--- src/rtl/divider_arbiter_if.sv ---
// Requester- and divider-side signal bundle for divider_arbiter.
// slave is the arbiter's view; master is the view of the requesters and divider around it.
interface divider_arbiter_if #(
   parameter int WIDTH   = 30,
   parameter int NUM_REQ = 4
);
   logic [NUM_REQ-1:0]       req_valid_in;
   logic [WIDTH*NUM_REQ-1:0] req_dividend_in;
   logic [WIDTH*NUM_REQ-1:0] req_divisor_in;
   logic [NUM_REQ-1:0]       req_ready_out;
   logic [NUM_REQ-1:0]       resp_valid_out;
   logic [WIDTH-1:0]         resp_quotient_out;
   logic [WIDTH-1:0]         resp_remainder_out;
   logic                     resp_error_out;
   logic [WIDTH-1:0]         div_dividend_out;
   logic [WIDTH-1:0]         div_divisor_out;
   logic                     div_valid_out;
   logic                     div_busy_in;
   logic                     div_valid_in;
   logic [WIDTH-1:0]         div_quotient_in;
   logic [WIDTH-1:0]         div_remainder_in;
   logic                     div_error_in;

   modport slave (
      input  req_valid_in, req_dividend_in, req_divisor_in,
      input  div_busy_in, div_valid_in, div_quotient_in, div_remainder_in, div_error_in,
      output req_ready_out, resp_valid_out, resp_quotient_out, resp_remainder_out,
      output resp_error_out, div_dividend_out, div_divisor_out, div_valid_out
   );

   modport master (
      output req_valid_in, req_dividend_in, req_divisor_in,
      output div_busy_in, div_valid_in, div_quotient_in, div_remainder_in, div_error_in,
      input  req_ready_out, resp_valid_out, resp_quotient_out, resp_remainder_out,
      input  resp_error_out, div_dividend_out, div_divisor_out, div_valid_out
   );
endinterface

--- src/rtl/divider_arbiter.sv ---
// Round-robin scheduler sharing one sequential divider among NUM_REQ requesters.
// Optional WAIT watchdog enabled by defining DIV_ARB_TIMEOUT_EN.
module divider_arbiter #(
   parameter int WIDTH   = 30,
   parameter int NUM_REQ = 4,
   parameter int TIMEOUT = 64
) (
   input logic              clk_in,
   input logic              rst_n_in,
   divider_arbiter_if.slave bus
);
   localparam int IDX_W = (NUM_REQ > 1) ? $clog2(NUM_REQ) : 1;

   typedef enum logic [1:0] {S_IDLE, S_ISSUE, S_WAIT, S_RESPOND} state_e;

   state_e           state_q, state_d;
   logic [IDX_W-1:0] rr_q, rr_d, win_q, win_d;
   logic [WIDTH-1:0] dvd_q, dvd_d, dvs_q, dvs_d;
   logic [WIDTH-1:0] quot_q, quot_d, rem_q, rem_d;
   logic             err_q, err_d;

   logic [WIDTH-1:0]   dvd_arr [NUM_REQ];
   logic [WIDTH-1:0]   dvs_arr [NUM_REQ];
   logic               found;
   logic [IDX_W-1:0]   pick, cand;
   logic [NUM_REQ-1:0] ready;
   logic               start;
   logic               timeout;

   for (genvar i = 0; i < NUM_REQ; i++) begin : g_unpack
      assign dvd_arr[i] = bus.req_dividend_in[i*WIDTH +: WIDTH];
      assign dvs_arr[i] = bus.req_divisor_in[i*WIDTH +: WIDTH];
   end

`ifdef DIV_ARB_TIMEOUT_EN
   localparam int CNT_W = $clog2(TIMEOUT + 1);
   logic [CNT_W-1:0] cnt_q, cnt_d;

   // Counts WAIT cycles; any other state holds it at zero, so it clears on entry.
   assign cnt_d   = (state_q == S_WAIT) ? cnt_q + CNT_W'(1) : '0;
   assign timeout = (state_q == S_WAIT) && (cnt_q == CNT_W'(TIMEOUT - 1));

   always_ff @(posedge clk_in or negedge rst_n_in) begin
      if (!rst_n_in) cnt_q <= '0;
      else           cnt_q <= cnt_d;
   end
`else
   assign timeout = 1'b0;
`endif

   // Scan from highest offset down so the nearest requester at/after rr wins.
   always_comb begin
      found = 1'b0;
      pick  = '0;
      cand  = '0;
      for (int k = NUM_REQ - 1; k >= 0; k--) begin
         cand = IDX_W'((int'(rr_q) + k) % NUM_REQ);
         if (bus.req_valid_in[cand]) begin
            found = 1'b1;
            pick  = cand;
         end
      end
   end

   // NOTE: every signal gets a default before the case so no path leaves one unassigned (no latches).
   always_comb begin
      state_d = state_q;
      rr_d    = rr_q;
      win_d   = win_q;
      dvd_d   = dvd_q;
      dvs_d   = dvs_q;
      quot_d  = quot_q;
      rem_d   = rem_q;
      err_d   = err_q;
      ready   = '0;
      start   = 1'b0;
      case (state_q)
         S_IDLE: begin
            if (found) begin
               ready[pick] = 1'b1;
               win_d       = pick;
               rr_d        = (pick == IDX_W'(NUM_REQ - 1)) ? '0 : pick + IDX_W'(1);
               dvd_d       = dvd_arr[pick];
               dvs_d       = dvs_arr[pick];
               if (dvs_arr[pick] == '0) begin
                  quot_d  = '0;
                  rem_d   = '0;
                  err_d   = 1'b1;
                  state_d = S_RESPOND;
               end else begin
                  state_d = S_ISSUE;
               end
            end
         end
         S_ISSUE: begin
            if (!bus.div_busy_in) begin
               start   = 1'b1;
               state_d = S_WAIT;
            end
         end
         S_WAIT: begin
            if (bus.div_valid_in) begin
               quot_d  = bus.div_quotient_in;
               rem_d   = bus.div_remainder_in;
               err_d   = bus.div_error_in;
               state_d = S_RESPOND;
            end else if (timeout) begin
               quot_d  = '0;
               rem_d   = '0;
               err_d   = 1'b1;
               state_d = S_RESPOND;
            end
         end
         default: state_d = S_IDLE;
      endcase
   end

   // NOTE: state flops use non-blocking assignments so all of them update together at the edge.
   always_ff @(posedge clk_in or negedge rst_n_in) begin
      if (!rst_n_in) begin
         state_q <= S_IDLE;
         rr_q    <= '0;
         win_q   <= '0;
         dvd_q   <= '0;
         dvs_q   <= '0;
         quot_q  <= '0;
         rem_q   <= '0;
         err_q   <= 1'b0;
      end else begin
         state_q <= state_d;
         rr_q    <= rr_d;
         win_q   <= win_d;
         dvd_q   <= dvd_d;
         dvs_q   <= dvs_d;
         quot_q  <= quot_d;
         rem_q   <= rem_d;
         err_q   <= err_d;
      end
   end

   // The grant is decoded from live requests, so mask it while reset is held.
   assign bus.req_ready_out      = rst_n_in ? ready : '0;
   assign bus.div_valid_out      = start;
   assign bus.resp_valid_out     = (state_q == S_RESPOND) ? (NUM_REQ'(1) << win_q) : '0;
   assign bus.resp_quotient_out  = quot_q;
   assign bus.resp_remainder_out = rem_q;
   assign bus.resp_error_out     = err_q;
   assign bus.div_dividend_out   = dvd_q;
   assign bus.div_divisor_out    = dvs_q;
endmodule

--- src/flat_wrapper.sv ---
// flat-port wrapper written by rule: the top's interface ports become plain ports
module divider_arbiter_flat 
#(
   parameter int WIDTH   = 30,
   parameter int NUM_REQ = 4,
   parameter int TIMEOUT = 64
)
  (clk_in, rst_n_in, bus_req_valid_in, bus_req_dividend_in, bus_req_divisor_in, bus_div_busy_in, bus_div_valid_in, bus_div_quotient_in, bus_div_remainder_in, bus_div_error_in, bus_req_ready_out, bus_resp_valid_out, bus_resp_quotient_out, bus_resp_remainder_out, bus_resp_error_out, bus_div_dividend_out, bus_div_divisor_out, bus_div_valid_out);
  divider_arbiter_if #(.WIDTH(WIDTH), .NUM_REQ(NUM_REQ)) bus_i ();
  input logic clk_in;
  input logic rst_n_in;
  input wire logic [$bits(bus_i.req_valid_in)-1:0] bus_req_valid_in;
  input wire logic [$bits(bus_i.req_dividend_in)-1:0] bus_req_dividend_in;
  input wire logic [$bits(bus_i.req_divisor_in)-1:0] bus_req_divisor_in;
  input wire logic [$bits(bus_i.div_busy_in)-1:0] bus_div_busy_in;
  input wire logic [$bits(bus_i.div_valid_in)-1:0] bus_div_valid_in;
  input wire logic [$bits(bus_i.div_quotient_in)-1:0] bus_div_quotient_in;
  input wire logic [$bits(bus_i.div_remainder_in)-1:0] bus_div_remainder_in;
  input wire logic [$bits(bus_i.div_error_in)-1:0] bus_div_error_in;
  output wire logic [$bits(bus_i.req_ready_out)-1:0] bus_req_ready_out;
  output wire logic [$bits(bus_i.resp_valid_out)-1:0] bus_resp_valid_out;
  output wire logic [$bits(bus_i.resp_quotient_out)-1:0] bus_resp_quotient_out;
  output wire logic [$bits(bus_i.resp_remainder_out)-1:0] bus_resp_remainder_out;
  output wire logic [$bits(bus_i.resp_error_out)-1:0] bus_resp_error_out;
  output wire logic [$bits(bus_i.div_dividend_out)-1:0] bus_div_dividend_out;
  output wire logic [$bits(bus_i.div_divisor_out)-1:0] bus_div_divisor_out;
  output wire logic [$bits(bus_i.div_valid_out)-1:0] bus_div_valid_out;
  assign bus_i.req_valid_in = bus_req_valid_in;
  assign bus_i.req_dividend_in = bus_req_dividend_in;
  assign bus_i.req_divisor_in = bus_req_divisor_in;
  assign bus_i.div_busy_in = bus_div_busy_in;
  assign bus_i.div_valid_in = bus_div_valid_in;
  assign bus_i.div_quotient_in = bus_div_quotient_in;
  assign bus_i.div_remainder_in = bus_div_remainder_in;
  assign bus_i.div_error_in = bus_div_error_in;
  assign bus_req_ready_out = bus_i.req_ready_out;
  assign bus_resp_valid_out = bus_i.resp_valid_out;
  assign bus_resp_quotient_out = bus_i.resp_quotient_out;
  assign bus_resp_remainder_out = bus_i.resp_remainder_out;
  assign bus_resp_error_out = bus_i.resp_error_out;
  assign bus_div_dividend_out = bus_i.div_dividend_out;
  assign bus_div_divisor_out = bus_i.div_divisor_out;
  assign bus_div_valid_out = bus_i.div_valid_out;
  divider_arbiter #(.WIDTH(WIDTH), .NUM_REQ(NUM_REQ), .TIMEOUT(TIMEOUT)) u_core (.clk_in(clk_in), .rst_n_in(rst_n_in), .bus(bus_i));
endmodule
--- config.mk ---
export PLATFORM = sky130hd
export DESIGN_NAME = divider_arbiter_flat
export DESIGN_NICKNAME = d
export VERILOG_FILES = /design/src/rtl/divider_arbiter_if.sv /design/src/rtl/divider_arbiter.sv /design/src/flat_wrapper.sv
export SDC_FILE = /design/constraint.sdc
export NUM_CORES = 1
export LEC_CHECK = 0
export ABC_AREA = 0
export CELL_PAD_IN_SITES_DETAIL_PLACEMENT = 0
export CELL_PAD_IN_SITES_GLOBAL_PLACEMENT = 2
export CORE_MARGIN = 2
export CORE_UTILIZATION = 22
export CTS_BUF_LIST = sky130_fd_sc_hd__clkbuf_8
export CTS_CLUSTER_DIAMETER = 50
export DETAILED_ROUTE_END_ITERATION = 10
export PLACE_DENSITY_LB_ADDON = 0.1
export SYNTH_ARGS = -nofsm -noshare
export SYNTH_HDL_FRONTEND = slang
export SYNTH_SLANG_ARGS = --single-unit
--- constraint.sdc ---
create_clock -name clk_in -period 4.18 [get_ports clk_in]
set_input_delay 0.418 -clock clk_in [delete_from_list [all_inputs] [get_ports clk_in]]
set_output_delay 0.418 -clock clk_in [all_outputs]
set_load 0.05 [all_outputs]
==> results of run 1 <==
-- synth_stat cells (all sizes together), types with 6 or more instances --
library cell	n
nor2	68
nor2b	6
and3	53
a211oi	50
ha	8
dfrtp	127
o22ai	11
a31oi	62
and2	6
clkbuf	67
nand2	277
buf	32
a21oi	6
inv	67
nand3	80
o31ai	23
o21ai	43
o221ai	60
-- report_power, final --
| group | switching, µW | internal [µW] | leakage, µW |
|---|---|---|---|
| clock | 592 | 703 | 0.000226 |
| sequential | 368 | 1870 | 0.00154 |
| combinational | 4850 | 2720 | 0.00406 |
| total | 5810 | 5300 | 0.00582 |
-- registers in the layout, summed over array words and instances (netlist names) --
register                       count
u_core.bus.div_dividend_out       30
u_core.bus.div_divisor_out        30
u_core.bus.resp_error_out          1
u_core.bus.resp_quotient_out      30
u_core.bus.resp_remainder_out     30
u_core.rr_q                        2
u_core.state_q                     2
u_core.win_q                       2
-- area by class of cell --
type	instances	area, µm²	share of cell area, %
clock buffer	20	275	1.96
sequential	127	3180	22.6
inverter	67	253	1.80
tap	518	648	4.61
timing repair buffer	475	4840	34.5
multi-input combinational	782	4670	33.2
antenna	1	2.50	0.0178
clock inverter	12	180	1.28
-- logic make-up after synthesis --
kind of cell    count (synthesis)
compound gates                269
fa+ha+maj                       8
buf+inv                       166
flops                         127
mux                             2
simple gates                  503
-- final timing paths --
path                       cells after the start  slack, ns                          endpoint
min                                            2       0.43  u_core.bus.resp_remainder_out[2]
max reg2reg                                   11       0.44  u_core.bus.resp_quotient_out[16]
min reg2reg                                    2       0.48   u_core.bus.div_dividend_out[17]
min in group clk_in                            2       0.48   u_core.bus.div_dividend_out[17]
max                                           11       0.44  u_core.bus.resp_quotient_out[16]
max in group asynchronous                      3       2.68   u_core.bus.resp_quotient_out[6]
-- through the flow --
stage	std cells	util, %	cell area, µm²	setup slack, ns
CTS	2001	36.5	14000	0.461
finish	2002	36.5	14100	0.436
detailed placement	1968	35.3	13600	-0.00847
global route	2002	36.5	14100	0.318
global placement	1968	35.3	13600	-0.0176
floorplan	1075	-	8540	0.967
-- repair_timing --
| action | 4_1_cts | 5_1_grt |
|---|---|---|
| gates resized for setup | 0 | 0 |
| endpoints found under the hold margin | 41 | 0 |
| hold buffers | 1 | 0 |
-- critical path, stage by stage, from the launching register on --
cell,delay (ns)
dfrtp_1,0.48
nand2_1,0.11
a211o_1,0.36
buf_4,0.22
and3_1,0.20
a211oi_1,0.44
o22ai_1,0.20
or4_4,0.60
o41ai_4,0.47
buf_12,0.23
buf_12,0.17
o221ai_2,0.10
-- metal layers --
metal | global-route usage [%] | wire length (µm) | up-vias | part of all wire, %
met5 | 0 | 27 | - | 0.069
met4 | 5.48 | 691 | 4 | 1.8
met3 | 5.70 | 2660 | 36 | 6.8
met2 | 32.0 | 18900 | 285 | 48
met1 | 23.9 | 17000 | 4408 | 43
li1 | - | - | 4584 | -
==> results.py, run 1 <==
metrics = {
    "run_status": {
        "outcome": "completed",
    },
    "finish": {
        "syn_to_final_growth_pct": 64.5,
        "final_layout_size_suffix_gt1_share_pct": 10.3,
        "finalNetCount": 1787,
        "final_common_cell": "clkdlybuf4s50_1",
        "fill_cells": 4025,
        "final_cell_mix": "clkdlybuf4s50_1 (433), nand2_1 (277), dfrtp_1 (127)",
    },
    "global_routing": {
        "grt_max_degree": 86,
        "grt_pass1_vias": 9510,
        "grt_remaining_overflow": 0,
        "antenna_found_initial": 4,
        "grt_pass1_wl_mm": 59.2,
        "grt.total_usage_pct": 19.2,
    },
    "yosys": {
        "yosys_warnings": 0,
        "synth_cell_types": 39,
        "postSynthCellCount": 1075,
        "yosys.area.top_type": "dfrtp_1",
        "synth-edff-count": 0,
        "synth.avg_cell_area_um2": 7.95,
        "synth.mux.area_fraction_pct": 0.264,
        "synth-adder-area-share_pct": 1.17,
        "synth.top_cell.area_share_pct": 37.2,
        "syn_nets": 1392,
        "synth_compound_area_share_pct": 27.0,
        "netlist_area_um2": 8540,
        "ys_ff_latch": 127,
        "synth_area_leaders": "dfrtp_1 (37%), nand2_1 (12%), o221ai_2 (11%), nand3_1 (4.7%), a31oi_1 (4.5%)",
        "ys.flop_type": "dfrtp_1",
        "yosysSeqAreaShare_pct": 37.2,
        "yosys.area_share.simple_pct": 25.8,
        "synthXorXnorAreaFrac_pct": 0,
        "synth_top_family_by_area": "compound AO/OA/AOI/OAI gates",
        "async_flop_share_pct": 100,
    },
    "sta": {
        "max_freq_ghz": 0.267,
        "fin_worst_skew_ns": 0.0139,
        "setup_tns_ns": 0,
        "fin_crit_ns": 3.74,
        "relSlewSlack_pct": 41.2,
        "finalCritPeriodShare_pct": 89.6,
        "hold_viol": 0,
        "rsz0062_at_grt": "false",
        "slew_violations": 0,
        "tightest_slew_ns": 0.882,
        "finalSetupViolCount": 0,
        "whs_ns": 0.425,
    },
    "routing": {
        "dr.pass1.iters": 5,
        "drt-total-wl_mm": 39.3,
        "vias_per_cell": 4.65,
        "vias": 9317,
        "drt_iter0_drc": 459,
        "ant_nets": 0,
        "drt-wirelength-per-cell_um": 19.6,
        "drc": 0,
    },
    "floorplan": {
        "core_um2": 38500,
        "rows": 72,
        "dieArea_um2": 40400,
        "die_w_um": 201,
        "initial_core_util_pct": 22.2,
        "num_io_pins": 439,
        "die_h_um": 201,
    },
    "clock_tree": {
        "worstSkewPairLatency_ns": 0.48,
        "clkTransAtPathRegs_ns": 0.08,
        "clockRootBuffer": "clkbuf_8",
        "cts_sinks": 127,
        "post_cts_buffers": 0,
        "cts_made_buffers": 17,
        "cts_tree": "done",
        "clk_path_buf_depth": 2,
        "cts_max_level": 4,
    },
    "worst_hold_path": {
        "hold_class": "primary input to async pin",
    },
    "worst_setup_path": {
        "cp-end-kind": "flop",
        "cp_max_fo": 19,
        "worstPathRequired_ns": 4.52,
        "critPathKind": "flop to flop",
        "cp-start-kind": "flop",
        "arrival_ns": 4.09,
        "r2r-start": "u_core.rr_q[1]",
        "crit_path_start": "u_core.rr_q[1]",
    },
    "power_and_ir_drop": {
        "total_leakage_power_uw": 0.00582,
        "power-per-cell-area_nw_per_um2": 791,
        "ir_worst_vdd_mv": 0.270,
        "p_total_uw": 11100,
    },
    "place": {
        "dp_hpwl_mm": 28.9,
        "place_congestion": 0.818,
        "portBuffers": 438,
    },
    "flow_run": {
        "maxCapViolations": 0,
    },
}
Power figures use the tool's default switching activity.
==> run 2: changes to the inputs <==
clock period = 4.3 ns   (was 4.18 ns; I/O delays follow)
==> results.py, run 2 (synthesized netlist as in run 1, its figures left out) <==
metrics = {
    "worst_setup_path": {
        "crit_path_end": "u_core.bus.resp_quotient_out[21]",
        "timing.rr.end": "u_core.bus.resp_quotient_out[21]",
        "cp-end-kind": "flop",
        "slowest_delay_ns": 0.62,
        "worstPathCellList": "clkdlybuf4s50_1, nor2b_1, a21o_1, a211oi_4, inv_2, buf_4, nand3_1, a222oi_1, or4b_1, or4_4, buf_12, o221ai_2",
        "arrival_ns": 4.16,
        "crit_path_start": "bus_req_valid_in[2]",
        "worstPathRequired_ns": 4.68,
        "cp-start-kind": "primary input",
        "critPathKind": "primary input to flop",
        "r2r-start": "u_core.rr_q[0]",
        "cp_slowest_cell": "or4b_1",
        "cp_max_fo": 41,
        "regToRegSetupSlack_ns": 0.56,
        "reg2reg_depth": 11,
    },
    "clock_tree": {
        "cts_resized": 0,
        "clkTransAtPathRegs_ns": 0.08,
        "clk_path_buf_depth": 2,
        "clockRootBuffer": "clkbuf_8",
        "worstSkewPairLatency_ns": 0.48,
        "cts_max_level": 4,
        "cts_made_buffers": 17,
        "cts_sinks": 127,
        "cts_tree": "done",
    },
    "routing": {
        "drt-total-wl_mm": 39.2,
        "vias": 9346,
        "dr.pass1.iters": 5,
        "drt_iter0_drc": 473,
        "wl_met3_mm": 2.71,
        "drt-wirelength-per-cell_um": 19.6,
        "vias_per_cell": 4.68,
        "routed-wl-met2_mm": 18.6,
        "ant_nets": 0,
        "drc": 0,
        "wl_met1_mm": 17.0,
        "highest_layer": "met5",
    },
    "finish": {
        "multi_input_area_um2": 4670,
        "final_cell_mix": "clkdlybuf4s50_1 (433), nand2_1 (277), dfrtp_1 (127)",
        "syn_to_final_growth_pct": 62.5,
        "final_layout_size_suffix_gt1_share_pct": 9.75,
        "fill_cells": 4054,
        "seqCellArea_um2": 3180,
        "final_common_cell": "clkdlybuf4s50_1",
        "finalNetCount": 1781,
    },
    "flow_run": {
        "maxCapViolations": 0,
    },
    "sta": {
        "rsz0062_at_grt": "false",
        "max_freq_ghz": 0.265,
        "hold_viol": 0,
        "relSlewSlack_pct": 30.2,
        "finalWorstSetupSlack_ns": 0.522,
        "slew_violations": 0,
        "fin_crit_ns": 3.78,
        "fin_worst_skew_ns": 0.0194,
        "finalSetupViolCount": 0,
        "tightest_slew_ns": 1.04,
        "setup_tns_ns": 0,
        "finalCritPeriodShare_pct": 87.9,
    },
    "floorplan": {
        "num_io_pins": 439,
        "core_um2": 38500,
        "initial_core_util_pct": 22.2,
        "die_h_um": 201,
        "rows": 72,
        "die_w_um": 201,
        "dieArea_um2": 40400,
    },
    "power_and_ir_drop": {
        "p_int_uw": 4970,
        "seq_power_share_pct": 20.6,
        "p_sw_uw": 5610,
        "power_frac_clock_pct": 10.7,
        "pwr-share-comb_pct": 68.7,
        "total_leakage_power_uw": 0.00576,
        "ir_worst_vdd_mv": 0.251,
        "power-per-cell-area_nw_per_um2": 762,
        "p_total_uw": 10600,
        "switching_share_pct": 53.0,
    },
    "place": {
        "portBuffers": 438,
        "post-place-ws_ns": 0.0293,
        "dp_hpwl_mm": 28.8,
        "place_congestion": 0.802,
    },
    "global_routing": {
        "grt_pass1_vias": 9406,
        "grt_remaining_overflow": 0,
        "grt_pass1_wl_mm": 58.7,
        "antenna_found_initial": 7,
        "grt.total_usage_pct": 19.1,
        "grt_max_degree": 123,
    },
    "worst_hold_path": {
        "hold_class": "primary input to async pin",
    },
    "run_status": {
        "outcome": "completed",
    },
}
## run 2: worst min path at each step
stage	end	slack, ns	depth (start not counted)
2_1_floorplan	u_core.bus.div_dividend_out[0]	0.13	0
3_3_place_gp	u_core.bus.resp_quotient_out[29]	0.43	1
3_5_place_dp	u_core.bus.resp_remainder_out[2]	0.43	1
4_1_cts	u_core.bus.resp_remainder_out[20]	0.46	2
5_1_grt	u_core.bus.resp_remainder_out[2]	0.51	2
6_report	u_core.bus.resp_quotient_out[29]	0.47	2
## run 2: power by group through the flow
stage / clock, µW / combinational [µW] / sequential, µW
floorplan: 0 / 2860 / 4130
finish: 1130 / 7270 / 2180
CTS: 1180 / 7370 / 2190
global route: 1230 / 7810 / 2270
detailed placement: 0 / 7360 / 2200
global placement: 0 / 7340 / 2190
## run 2: area by class of cell
class                      instances  share of cell area [%]
clock buffer                      18                    1.78
sequential                       127                    22.9
inverter                          67                    1.82
multi-input combinational        782                    33.7
tap                              518                    4.67
clock inverter                    14                    1.09
antenna                            4                  0.0721
timing repair buffer             469                    34.0
## run 2: routing by layer
metal,GRT usage [%],vias to the layer above
li1,-,4578
met1,24.1,4407
met2,31.1,312
met3,5.57,43
met4,6.30,6
met5,0,-
## run 2: worst max-delay path, delay by kind of cell
kind,cells,cell delay [ns]
AOI/OAI and AO/OA,4,0.63
buffers and inverters,4,1.51
and+or+nand+nor,4,1.50
## run 2: timing repair
item | in CTS | in global routing
hold buffers | 1 | 0
endpoints found under the hold margin | 50 | 0
buffers inserted | 0 | 0
## run 2: stage by stage
stage	util (%)	area [µm²]	hold WS, ns	std cells
2_1_floorplan	-	8540	0.134	1075
3_3_place_gp	35.0	13500	0.435	1962
3_5_place_dp	35.0	13500	0.430	1962
4_1_cts	36.1	13900	0.461	1995
5_1_grt	36.1	13900	0.505	1999
6_report	36.1	13900	0.469	1999
==> run 3: changes to the inputs <==
SKIP_CTS_REPAIR_TIMING = 1   (was unset)
==> results.py, run 3 (synthesized netlist as in run 1, its figures left out) <==
metrics = {
    "run_status": {
        "outcome": "completed",
    },
    "global_routing": {
        "grt_pass1_vias": 9398,
        "antenna_found_initial": 7,
        "grt_pass1_wl_mm": 58.7,
        "grt_max_degree": 123,
        "grt.total_usage_pct": 19.1,
        "grt_remaining_overflow": 0,
    },
    "routing": {
        "ant_nets": 0,
        "drt-total-wl_mm": 39.2,
        "vias_per_cell": 4.67,
        "drt-wirelength-per-cell_um": 19.6,
        "vias": 9339,
        "dr.pass1.iters": 5,
        "drt_iter0_drc": 473,
        "drc": 0,
    },
    "finish": {
        "syn_to_final_growth_pct": 62.5,
        "final_layout_size_suffix_gt1_share_pct": 9.75,
        "fin_cells": 1999,
        "finalNetCount": 1781,
        "final_common_cell": "clkdlybuf4s50_1",
        "final_cell_mix": "clkdlybuf4s50_1 (433), nand2_1 (277), dfrtp_1 (127)",
        "final_util_pct": 36.1,
        "fill_cells": 4054,
    },
    "worst_setup_path": {
        "worstPathRequired_ns": 4.69,
        "crit_path_start": "bus_req_valid_in[2]",
        "arrival_ns": 4.16,
        "worstPathCellList": "clkdlybuf4s50_1, nor2b_1, a21o_1, a211oi_4, inv_2, buf_4, nand3_1, a222oi_1, or4b_1, or4_4, buf_12, o221ai_2",
        "timing.rr.end": "u_core.bus.resp_quotient_out[21]",
        "slowest_delay_ns": 0.62,
        "cp-start-kind": "primary input",
        "reg2reg_depth": 11,
        "r2r-start": "u_core.rr_q[0]",
        "cp-end-kind": "flop",
        "cp_slowest_cell": "or4b_1",
        "critPathKind": "primary input to flop",
        "regToRegSetupSlack_ns": 0.56,
        "crit_path_end": "u_core.bus.resp_quotient_out[21]",
        "cp_max_fo": 41,
    },
    "clock_tree": {
        "cts_made_buffers": 17,
        "clockRootBuffer": "clkbuf_8",
        "worstSkewPairLatency_ns": 0.48,
        "cts_max_level": 4,
        "cts_sinks": 127,
        "clk_path_buf_depth": 2,
        "clkTransAtPathRegs_ns": 0.08,
        "cts_tree": "done",
    },
    "floorplan": {
        "num_io_pins": 439,
        "die_h_um": 201,
        "rows": 72,
        "initial_core_util_pct": 22.2,
        "die_w_um": 201,
        "dieArea_um2": 40400,
        "core_um2": 38500,
    },
    "flow_run": {
        "maxCapViolations": 0,
    },
    "sta": {
        "finalSetupViolCount": 0,
        "finalWorstSetupSlack_ns": 0.523,
        "tightest_slew_ns": 1.04,
        "relSlewSlack_pct": 30.2,
        "rsz0062_at_grt": "false",
        "hold_viol": 0,
        "whs_ns": 0.468,
        "fin_crit_ns": 3.78,
        "finalCritPeriodShare_pct": 87.8,
        "fin_worst_skew_ns": 0.0194,
        "slew_violations": 0,
        "setup_tns_ns": 0,
        "max_freq_ghz": 0.265,
    },
    "place": {
        "post-place-ws_ns": 0.0293,
        "dp.cells": 1962,
        "dp_hpwl_mm": 28.8,
        "place_congestion": 0.802,
        "portBuffers": 438,
    },
    "power_and_ir_drop": {
        "total_leakage_power_uw": 0.00576,
        "power-per-cell-area_nw_per_um2": 762,
        "ir_worst_vdd_mv": 0.251,
    },
    "worst_hold_path": {
        "hold_class": "primary input to async pin",
    },
}
[run 3: worst min path at each step]
stage / from / endpoint / slack [ns] / cells past startpoint
6_report: rst_n_in / u_core.bus.resp_quotient_out[29] / 0.47 / 2
5_1_grt: rst_n_in / u_core.bus.resp_remainder_out[2] / 0.51 / 2
4_1_cts: rst_n_in / u_core.bus.resp_remainder_out[20] / -0.11 / 1
3_5_place_dp: rst_n_in / u_core.bus.resp_remainder_out[2] / 0.43 / 1
3_3_place_gp: rst_n_in / u_core.bus.resp_quotient_out[29] / 0.43 / 1
2_1_floorplan: rst_n_in / u_core.bus.div_dividend_out[0] / 0.13 / 0
[run 3: power by group]
group	switching, µW	internal, µW	total, µW	leakage (µW)
clock	554	578	1130	0.000216
combinational	4700	2570	7270	0.00400
sequential	357	1820	2180	0.00154
total	5610	4970	10600	0.00576
[run 3: critical path: cells and delay by family]
kind | cells | cell delay [ns]
buffers and inverters | 4 | 1.51
and+or+nand+nor | 4 | 1.50
AOI/OAI and AO/OA | 4 | 0.63
[run 3: through the flow]
stage / area [µm²] / total power (µW)
6_report: 13900 / 10600
5_1_grt: 13900 / 11300
4_1_cts: 13900 / 10700
3_5_place_dp: 13500 / 9560
3_3_place_gp: 13500 / 9530
2_1_floorplan: 8540 / 6990
[run 3: final cells by class]
class	instances	area, µm²	share of cell area [%]
Timing Repair Buffer	469	4720	34.0
Tap cell	518	648	4.67
Inverter	67	253	1.82
Antenna cell	4	10.0	0.0721
Clock buffer	18	248	1.78
Sequential cell	127	3180	22.9
Multi-Input combinational cell	782	4670	33.7
Clock inverter	14	151	1.09
[run 3: per-layer routing]
layer / GRT usage, % / share of wire (%)
met1: 24.1 / 43
met2: 31.1 / 48
met3: 5.58 / 6.9
met4: 6.30 / 2.1
met5: 0 / 0.11
